==> config.mk <==
export PLATFORM = sky130hd
export DESIGN_NAME = led_fade_driver
export DESIGN_NICKNAME = d
export VERILOG_FILES = /design/src/rtl/led_fade_driver.sv
export SDC_FILE = /design/constraint.sdc
export NUM_CORES = 1
export LEC_CHECK = 0
export CORE_UTILIZATION = 36
export DETAILED_ROUTE_END_ITERATION = 10
export PLACE_DENSITY = 0.73
export SLEW_MARGIN = 25
export SYNTH_ARGS = -nofsm -noshare
export SYNTH_HDL_FRONTEND = slang
export SYNTH_SLANG_ARGS = --single-unit
==> constraint.sdc <==
create_clock -name clk_clk -period 0.9 [get_ports clk_clk]
set_input_delay 0.27 -clock clk_clk [delete_from_list [all_inputs] [get_ports clk_clk]]
set_output_delay 0.27 -clock clk_clk [all_outputs]
set_load 0.01 [all_outputs]
==> src/rtl/led_fade_driver.sv <==
// led_fade_driver: turns the HPS LED PIO word into per-LED PWM drive.
// Each bit sets a target brightness of 0 or 255. Brightness walks toward
// its target by STEP once every FADE_TICK_DIV cycles and saturates at
// both ends. It then modulates a free-running 8-bit PWM.
//
// Optional feature macro: LED_FADE_EN
//   defined   - fading, prescaler and PWM are present.
//   undefined - brightness snaps to target, so led_out simply follows the
//               registered input. busy is tied low.
//
// Handshake note: there is no valid/ready flow here. leds_in is sampled
// every cycle, and every output is a plain registered level or pulse.
module led_fade_driver #(
    parameter int FADE_TICK_DIV = 50000,
    parameter int STEP          = 4
) (
    input  logic       clk_clk,
    input  logic       reset_reset,
    input  logic [7:0] leds_in,
    output logic [7:0] led_out,
    output logic       pattern_changed,
    output logic       busy
);

    // Refuse to elaborate with parameters outside their legal range.
    if (FADE_TICK_DIV < 2 || FADE_TICK_DIV > (1 << 20) || STEP < 1 || STEP > 255) begin : g_bad_param
        $error("led_fade_driver: FADE_TICK_DIV or STEP out of range");
    end

    logic [7:0] leds_q;
    logic [7:0] leds_qd;

    // Register the PIO word twice and flag any change between the two copies.
    always_ff @(posedge clk_clk or posedge reset_reset) begin
        if (reset_reset) begin
            leds_q          <= 8'h00;
            leds_qd         <= 8'h00;
            pattern_changed <= 1'b0;
        end else begin
            leds_q          <= leds_in;
            leds_qd         <= leds_q;
            pattern_changed <= (leds_q != leds_qd);
        end
    end

`ifdef LED_FADE_EN

    // Per-LED fade direction. It is re-derived every cycle by comparing
    // brightness with target, and only acted on when tick is high.
    typedef enum logic [1:0] {
        DIR_IDLE = 2'd0,
        DIR_RISE = 2'd1,
        DIR_FALL = 2'd2
    } dir_e;

    localparam logic [19:0] PRE_LAST   = 20'(FADE_TICK_DIV - 1);
    localparam logic [7:0]  STEP_B     = 8'(STEP);
    localparam logic [7:0]  RISE_LIMIT = 8'(255 - STEP);

    logic [19:0] pre;
    logic        tick;
    logic [7:0]  pwm;
    logic [7:0]  target  [8];
    logic [7:0]  bri     [8];
    logic [7:0]  bri_nxt [8];
    dir_e        dir     [8];
    logic [7:0]  led_nxt;
    logic        busy_nxt;

    assign tick = (pre == PRE_LAST);

    // Fade-step prescaler: counts 0..FADE_TICK_DIV-1 and wraps.
    always_ff @(posedge clk_clk or posedge reset_reset) begin
        if (reset_reset) begin
            pre <= 20'd0;
        end else if (tick) begin
            pre <= 20'd0;
        end else begin
            pre <= pre + 20'd1;
        end
    end

    // Free-running PWM phase counter; wraps naturally from 255 to 0.
    always_ff @(posedge clk_clk or posedge reset_reset) begin
        if (reset_reset) begin
            pwm <= 8'h00;
        end else begin
            pwm <= pwm + 8'd1;
        end
    end

    // Expand each registered PIO bit into a full-scale brightness target.
    always_comb begin
        for (int i = 0; i < 8; i++) begin
            target[i] = leds_q[i] ? 8'hFF : 8'h00;
        end
    end

    // Direction decode, saturating brightness step, PWM compare and busy.
    always_comb begin
        busy_nxt = 1'b0;
        led_nxt  = 8'h00;
        for (int i = 0; i < 8; i++) begin
            dir[i]     = DIR_IDLE;
            bri_nxt[i] = bri[i];
            if (bri[i] < target[i]) begin
                dir[i] = DIR_RISE;
            end else if (bri[i] > target[i]) begin
                dir[i] = DIR_FALL;
            end
            if (dir[i] != DIR_IDLE) begin
                busy_nxt = 1'b1;
            end
            if (tick) begin
                case (dir[i])
                    DIR_RISE: bri_nxt[i] = (bri[i] > RISE_LIMIT) ? 8'hFF : bri[i] + STEP_B;
                    DIR_FALL: bri_nxt[i] = (bri[i] < STEP_B) ? 8'h00 : bri[i] - STEP_B;
                    default:  bri_nxt[i] = bri[i];
                endcase
            end
            led_nxt[i] = (bri[i] == 8'hFF) | (bri[i] > pwm);
        end
    end

    // Brightness state plus registered LED drive and busy flag.
    always_ff @(posedge clk_clk or posedge reset_reset) begin
        if (reset_reset) begin
            for (int i = 0; i < 8; i++) begin
                bri[i] <= 8'h00;
            end
            led_out <= 8'h00;
            busy    <= 1'b0;
        end else begin
            for (int i = 0; i < 8; i++) begin
                bri[i] <= bri_nxt[i];
            end
            led_out <= led_nxt;
            busy    <= busy_nxt;
        end
    end

`else

    // Without fading the brightness equals its 0/255 target. The PWM
    // compare therefore reduces to the registered input bit.
    always_ff @(posedge clk_clk or posedge reset_reset) begin
        if (reset_reset) begin
            led_out <= 8'h00;
        end else begin
            led_out <= leds_q;
        end
    end

    assign busy = 1'b0;

`endif

endmodule
## Word-level counts from Yosys, hierarchy flattened

Index checks and enable logic that the tools add are counted.

| storage, ports and cells | value |
|---|---|
| flip-flop bits (word level) | 17 |
| input port bits | 10 |

| cells by class | value |
|---|---|
| equal/unequal tests | 1 |

Operator list:

| cell | count |
|---|---|
| $ne A8 B8 Y1 | 1 |

## Logic depth before layout (Yosys ltp)

| logic depth | value |
|---|---|
| depth in word-level cells | 1 |
| mapped depth | 3 |
| depth with buffers taken out | 3 |

## Least setup slack after synthesis

Ideal clock, no wire load.

| timing path | value |
|---|---|
| kind | reg-to-reg |
| from | register leds_qd[5] |
| to | register pattern_changed |
| slack | -113 ps |
| buffers on the path | 0 |
| cell stages (with the launch flop) | 4 |
| setup time | 129 ps |
| data arrival time | 884 ps |
| cell sequence | dfrtp_1 xor2_1 nor4_1 nand2_1 |

| between the ends | value |
|---|---|
| cells in the longest elaborated chain, start to end | 1 |

Ends and longest elaborated chain:

| item | line | text |
|---|---|---|
| from (decl) | 31 | `logic [7:0] leds_qd;` |
| from (signal assigned) | 41 | `leds_qd <= leds_q;` |
| $ne A8 B8 Y1 | 42 | `pattern_changed <= (leds_q != leds_qd);` |
| to (signal assigned) | 42 |  |
| to (decl) | 21 | `output logic pattern_changed,` |

No other way between the ends.

## Worst setup path in the final report

| timing path | value |
|---|---|
| from | register leds_qd[6] |
| to | register pattern_changed |

Same word-level chain as after synthesis.

==> results <==
layout make-up:
class	count	area (um^2)
Tap cell	15	18.77
Timing Repair Buffer	27	222.7
Multi-Input combinational cell	12	103.9
Inverter	1	3.754
Fill cell	114	533.0
Clock buffer	4	26.28
Sequential cell	17	425.4
layer usage:
metal  vias up  GRT usage, %
met3         0         5.000
li1        151             -
met2        11         21.77
met5         -             0
met4         0         5.000
met1       162         13.50
through the flow:
step | util (%) | hold WS (ns) | TNS (ns) | cells
after global placement | 59.85 | 0.3771 | -2.191 | 72
after floorplan | - | 0.1961 | -0.09574 | 31
final | 60.04 | 0.2972 | -1.776 | 76
after CTS | 58.72 | 0.2925 | -1.923 | 76
after global routing | 60.04 | 0.2877 | -2.227 | 76
after detailed placement | 59.85 | 0.3847 | -2.307 | 72
power breakdown:
part           leakage, nW  internal [mW]  switching [mW]
combinational        0.165         0.0977          0.0625
sequential           0.195          0.800          0.0245
clock               0.0150          0.172           0.206
synth_stat cells, drive strengths merged:
cell	count
buf	1
xor2	8
nand2	1
dfrtp	17
conb	1
inv	1
nor4	2
registers in the layout, summed over array words and instances, names as in the netlist:
signal	count
leds_q	8
leds_qd	8
pattern_changed	1
worst min path at each step:
stage	start	endpoint	slack (ns)
6_report	reset_reset	leds_qd[0]$_DFF_PP0_	0.30
3_3_place_gp	leds_q[2]$_DFF_PP0_	leds_qd[2]$_DFF_PP0_	0.38
3_5_place_dp	leds_q[4]$_DFF_PP0_	leds_qd[4]$_DFF_PP0_	0.38
4_1_cts	reset_reset	leds_qd[2]$_DFF_PP0_	0.29
5_1_grt	reset_reset	leds_qd[2]$_DFF_PP0_	0.29
2_1_floorplan	reset_reset	leds_q[0]$_DFF_PP0_	0.20
repair_timing:
item                                    4_1_cts  5_1_grt
gates resized for setup                      37        3
pin swaps                                     1        2
buffers inserted                              0        0
endpoints found under the setup margin       10       10
worst max-delay path, cell delays in order, from the launching register on:
cell and delay, ns:
dfrtp_1 0.38, buf_4 0.13, xor2_1 0.14, nor4_1 0.29, nand2_1 0.07
kinds of logic after synthesis:
group / share of synthesized area (%)
simple gates: 3.087
other cells: 0.7119
buf+inv: 2.138
xor+xnor: 13.30
flops: 80.76
==> summary.md <==
| Metric | Value |
|---|---|
| Met2 wire length | between 400 and 500 um |
| Design area | 800.8 um^2 |
| Fin. Hold Viols | 0 |
| Total Routing Usage GR | roughly 13% |
| Die height | ~40 um |
| Routed Antenna Nets | 0 |
| Power per cell area | around 1700 nW/um^2 |
| Syn Nets | a little over 40 |
| P_leak | ~0.38 nW |
| Final setup fails | 10 |
| Met3 WL post-DR | 49 um |
| Worst Skew | about 0.00088 ns |
| Drt total wl | 883 um |
| Yosys Warn Count | 0 |
| Metal-1 WL | 337 um |
| Reg clk slew, reported paths | about 0.080 ns |
| H-tree Lvls | 1 |
| Worst setup path class | flop to flop |
| Peak Freq | 891.3 MHz |
| Max Cap Viol | 0 |
| Period utilization | 124.7% |
| Initial DRC count | 1 |
| Terminus of the critical flop-to-flop path | pattern_changed$_DFF_PP0_ |
| WL/cell | ~12 um |
| Class of the worst hold path | primary input to async pin |
| Seq/Total Area, Yosys | 80.76% |
| 1st-pass router iterations | 4 |
| R2R setup slack | -0.22 ns |
| Maximum vdd drop | 855.8 uV |
| Diode count | 0 |
| I/O Buffers | 18 |
| RePlAce Congestion | approximately 0.63 |
| Syn_area_per_cell | roughly 17 um^2 |
| Endpoint class of the critical path | flop |
| First-pass GRT wire length | ~1200 um |
| Failing checks | setup timing |
| Total power | 1.363 mW |
| Placed inst area | roughly 800 um^2 |
| Worst R2R Start | leds_qd[6]$_DFF_PP0_ |
| Net count, final | between 70 and 80 |
| Synthesized area | ~530 um^2 |
| Syn Inst Count | 31 |
| RSZ-0062 raised after global routing | true |
| Die footprint | 1620 um^2 |
| Worst setup path end | pattern_changed$_DFF_PP0_ |
| Clock Path Buffers | 2 |
| Setup WS post-layout | -0.2220 ns |
| Hold buffer count at CTS | 0 |
| Place WS | -0.2561 ns |
| Drt drc | 0 |
| Top routing layer in use | met3 |
| CP max FO | 2 |
| Row cnt | 13 |
| Chip width | between 40 and 50 um |
| Startpoint Class | flop |
| CTS tree | done |
| Clock sinks | 17 |
| Slew Limit Fails | 0 |
| Synth-to-Final Area Change | 52.02% |
| Largest net degree at the start of global routing | 18 |
| Initial Utilization | roughly two fifths |
| Grt total ovfl | 0 |
| Seq cells post-synth | 17 |
| Commonest non-fill, non-tap cell in the layout | dfrtp_1 |
| Share of cells above drive strength 1 | 37.70% |
| Most frequent cells in the layout | dfrtp_1 (17), clkdlybuf4s50_1 (9), buf_2 (9) |
| Core ar. | 1334 um^2 |
| CTS Root Cell | clkbuf_4 |
| CTS Buf Count | 3 |
| Status | complete, but fails checks |
| Worst Setup SP | leds_qd[6]$_DFF_PP0_ |
| Vias | 324 |
| Synth unique cells | 7 |
| Synth top area share | between 80% and 90% |
| Arrival time at the worst endpoint | between 1 and 1.5 ns |
| Critical Path RT | approximately 1.1 ns |
| Initial antenna violation count | 0 |
| Via/cell ratio | between 4 and 5 |
| Number of global-route vias before repair | roughly 310 |
| R2R cell count | 4 |
| Leading area contributor after synthesis | dfrtp_1 |
| Boundary Pins | 20 |
| Post-DP HPWL | around 700 um |
| Largest cells by area after synthesis | dfrtp_1 (81%), xor2_1 (13%), nor4_1 (2.4%) |
| Final worst path period need | 1.122 ns |
| Worst-Skew Late Latency | roughly 0.28 ns |
(Power assumes the default switching activity.)
==> RTL edit, RTL diff (config.mk and constraints unchanged) <==
Put one more register stage on the output `pattern_changed`, with the module's reset. The value now appears one clock later. The other outputs are not delayed to match.
--- a/src/rtl/led_fade_driver.sv
+++ b/src/rtl/led_fade_driver.sv
@@ -23,4 +23,6 @@
 );
 
+    logic pattern_changed_s0;
+
     // Refuse to elaborate with parameters outside their legal range.
     if (FADE_TICK_DIV < 2 || FADE_TICK_DIV > (1 << 20) || STEP < 1 || STEP > 255) begin : g_bad_param
@@ -36,9 +38,9 @@
             leds_q          <= 8'h00;
             leds_qd         <= 8'h00;
-            pattern_changed <= 1'b0;
+            pattern_changed_s0 <= 1'b0;
         end else begin
             leds_q          <= leds_in;
             leds_qd         <= leds_q;
-            pattern_changed <= (leds_q != leds_qd);
+            pattern_changed_s0 <= (leds_q != leds_qd);
         end
     end
@@ -156,3 +158,11 @@
 `endif
 
+    always_ff @(posedge clk_clk or posedge reset_reset) begin
+        if (reset_reset) begin
+            pattern_changed <= '0;
+        end else begin
+            pattern_changed <= pattern_changed_s0;
+        end
+    end
+
 endmodule
Check against the original RTL: not equivalent (Yosys sat finds a counterexample within 4 cycles, from zero or initial values and one cycle with reset_reset high).
==> RTL edit against the unedited design <==
The run still ends with negative setup slack left. Via count rose by 4.0%. Area after synthesis rose by 4.8%. Global-route usage rose by 1.8 points. Critical path depth did not move. Cell area rose by 3.0%. Combinational power fell by 3%. Hold slack got worse by 0.0078 ns. Worst setup slack got worse by 0.056 ns. Clock skew rose by 0.0023 ns. Routed wire length fell by 1.1%. Power rose by 10%. Sequential cell count rose by 1. Highest routed layer unchanged.
==> RTL edit: results (changes against the unedited design) <==
Setup TNS: -1.86 ns (-0.0835 ns)
Leading cell types by count after synthesis: sky130_fd_sc_hd__dfrtp_1, sky130_fd_sc_hd__xor2_1, sky130_fd_sc_hd__nor4_1
Fraction of power consumed by the clock network: 0.317 (+0.039)
Buffers inserted by post-CTS timing repair: 2 (+2)
Worst hold slack after final layout: 0.289 ns (-0.00779 ns)
Outcome: finished, violations left
Worst IR drop on VDD: 1.05 mV (+23%)
Cell class contributing the biggest share of worst-path delay: simple AND/OR/NAND/NOR gates
Logic power comb: 0.156 mW (-3%)
Final setup violation count: 10 (unchanged)
Syn_nets: 42 (+2.4%)
Mean post-synth cell area: 17.2 sq um (+1.5%)
Capturing point of the worst reg2reg path: pattern_changed_s0
Grt met3 use: 0.0489 (-0.00109)
Final core utilization: 0.603 (+0.00311)
Minimum setup slack in the final design: -0.278 ns (-0.0561 ns)
Vias in the first global route: 378 (+22%)
Detailed Place HPWL: 688 um (+0.73%)
Clock transition at path regs: 0.10 ns (+0.02 ns)
Net switching power figure: 0.312 mW (+6.2%)
First-pass GRT wire length: 1470 um (+19%)
Met2 track utilization from global routing: 0.227 (+0.00882)
Layout cells sized above 1: 0.355 (-0.0222)
Wire length reported by the detailed router: 873 um (-1.1%)
Sequential-to-total area share from yosys stat: 0.816 (+0.00873)
Top post-synthesis cells by area: sky130_fd_sc_hd__dfrtp_1, sky130_fd_sc_hd__xor2_1, sky130_fd_sc_hd__nor4_1
Violations in the final reports: negative setup slack
Gp weighted congestion: 0.701 (+11%)
Post-cts resize count: 34 (-8.1%)
Count of nets after finishing: 73 (+1.4%)
Fraction of power spent switching nets: 0.208 (-0.00740)
Number of DRC markers after the initial detailed-route iteration: 3 (+2)
==> RTL edit: changes by cell type in the layout (fill, tap and decap cells not counted), sizes merged <==
cell	before	now
buf	18	17
clkbuf	4	5
dfrtp	17	18
==> RTL edit: area by class of cell <==
| type | instances | share of cell area |
|---|---|---|
| multi-input cells | 12 | 0.109 |
| well taps | 15 | 0.0228 |
| repair buffers | 27 | 0.273 |
| flip-flops and latches | 18 | 0.546 |
| clock buffers | 4 | 0.0440 |
| inverters | 1 | 0.00455 |
==> RTL edit: worst max path at each step <==
stage | startpoint | endpoint | slack (ns)
final | led_out[2] | pattern_changed_s0 | -0.28
after global routing | led_out[0] | pattern_changed_s0 | -0.32
after CTS | led_out[1] | pattern_changed_s0 | -0.29
after detailed placement | led_out[2] | pattern_changed_s0 | -0.28
after global placement | led_out[4] | led_out[4] | -0.24
after floorplan | led_out[6] | pattern_changed_s0 | -0.1
==> RTL edit: metal layers <==
layer  share of wire  wire, um
met4               0         0
met5               0         0
met1            0.40       345
met3           0.045        39
met2            0.56       488
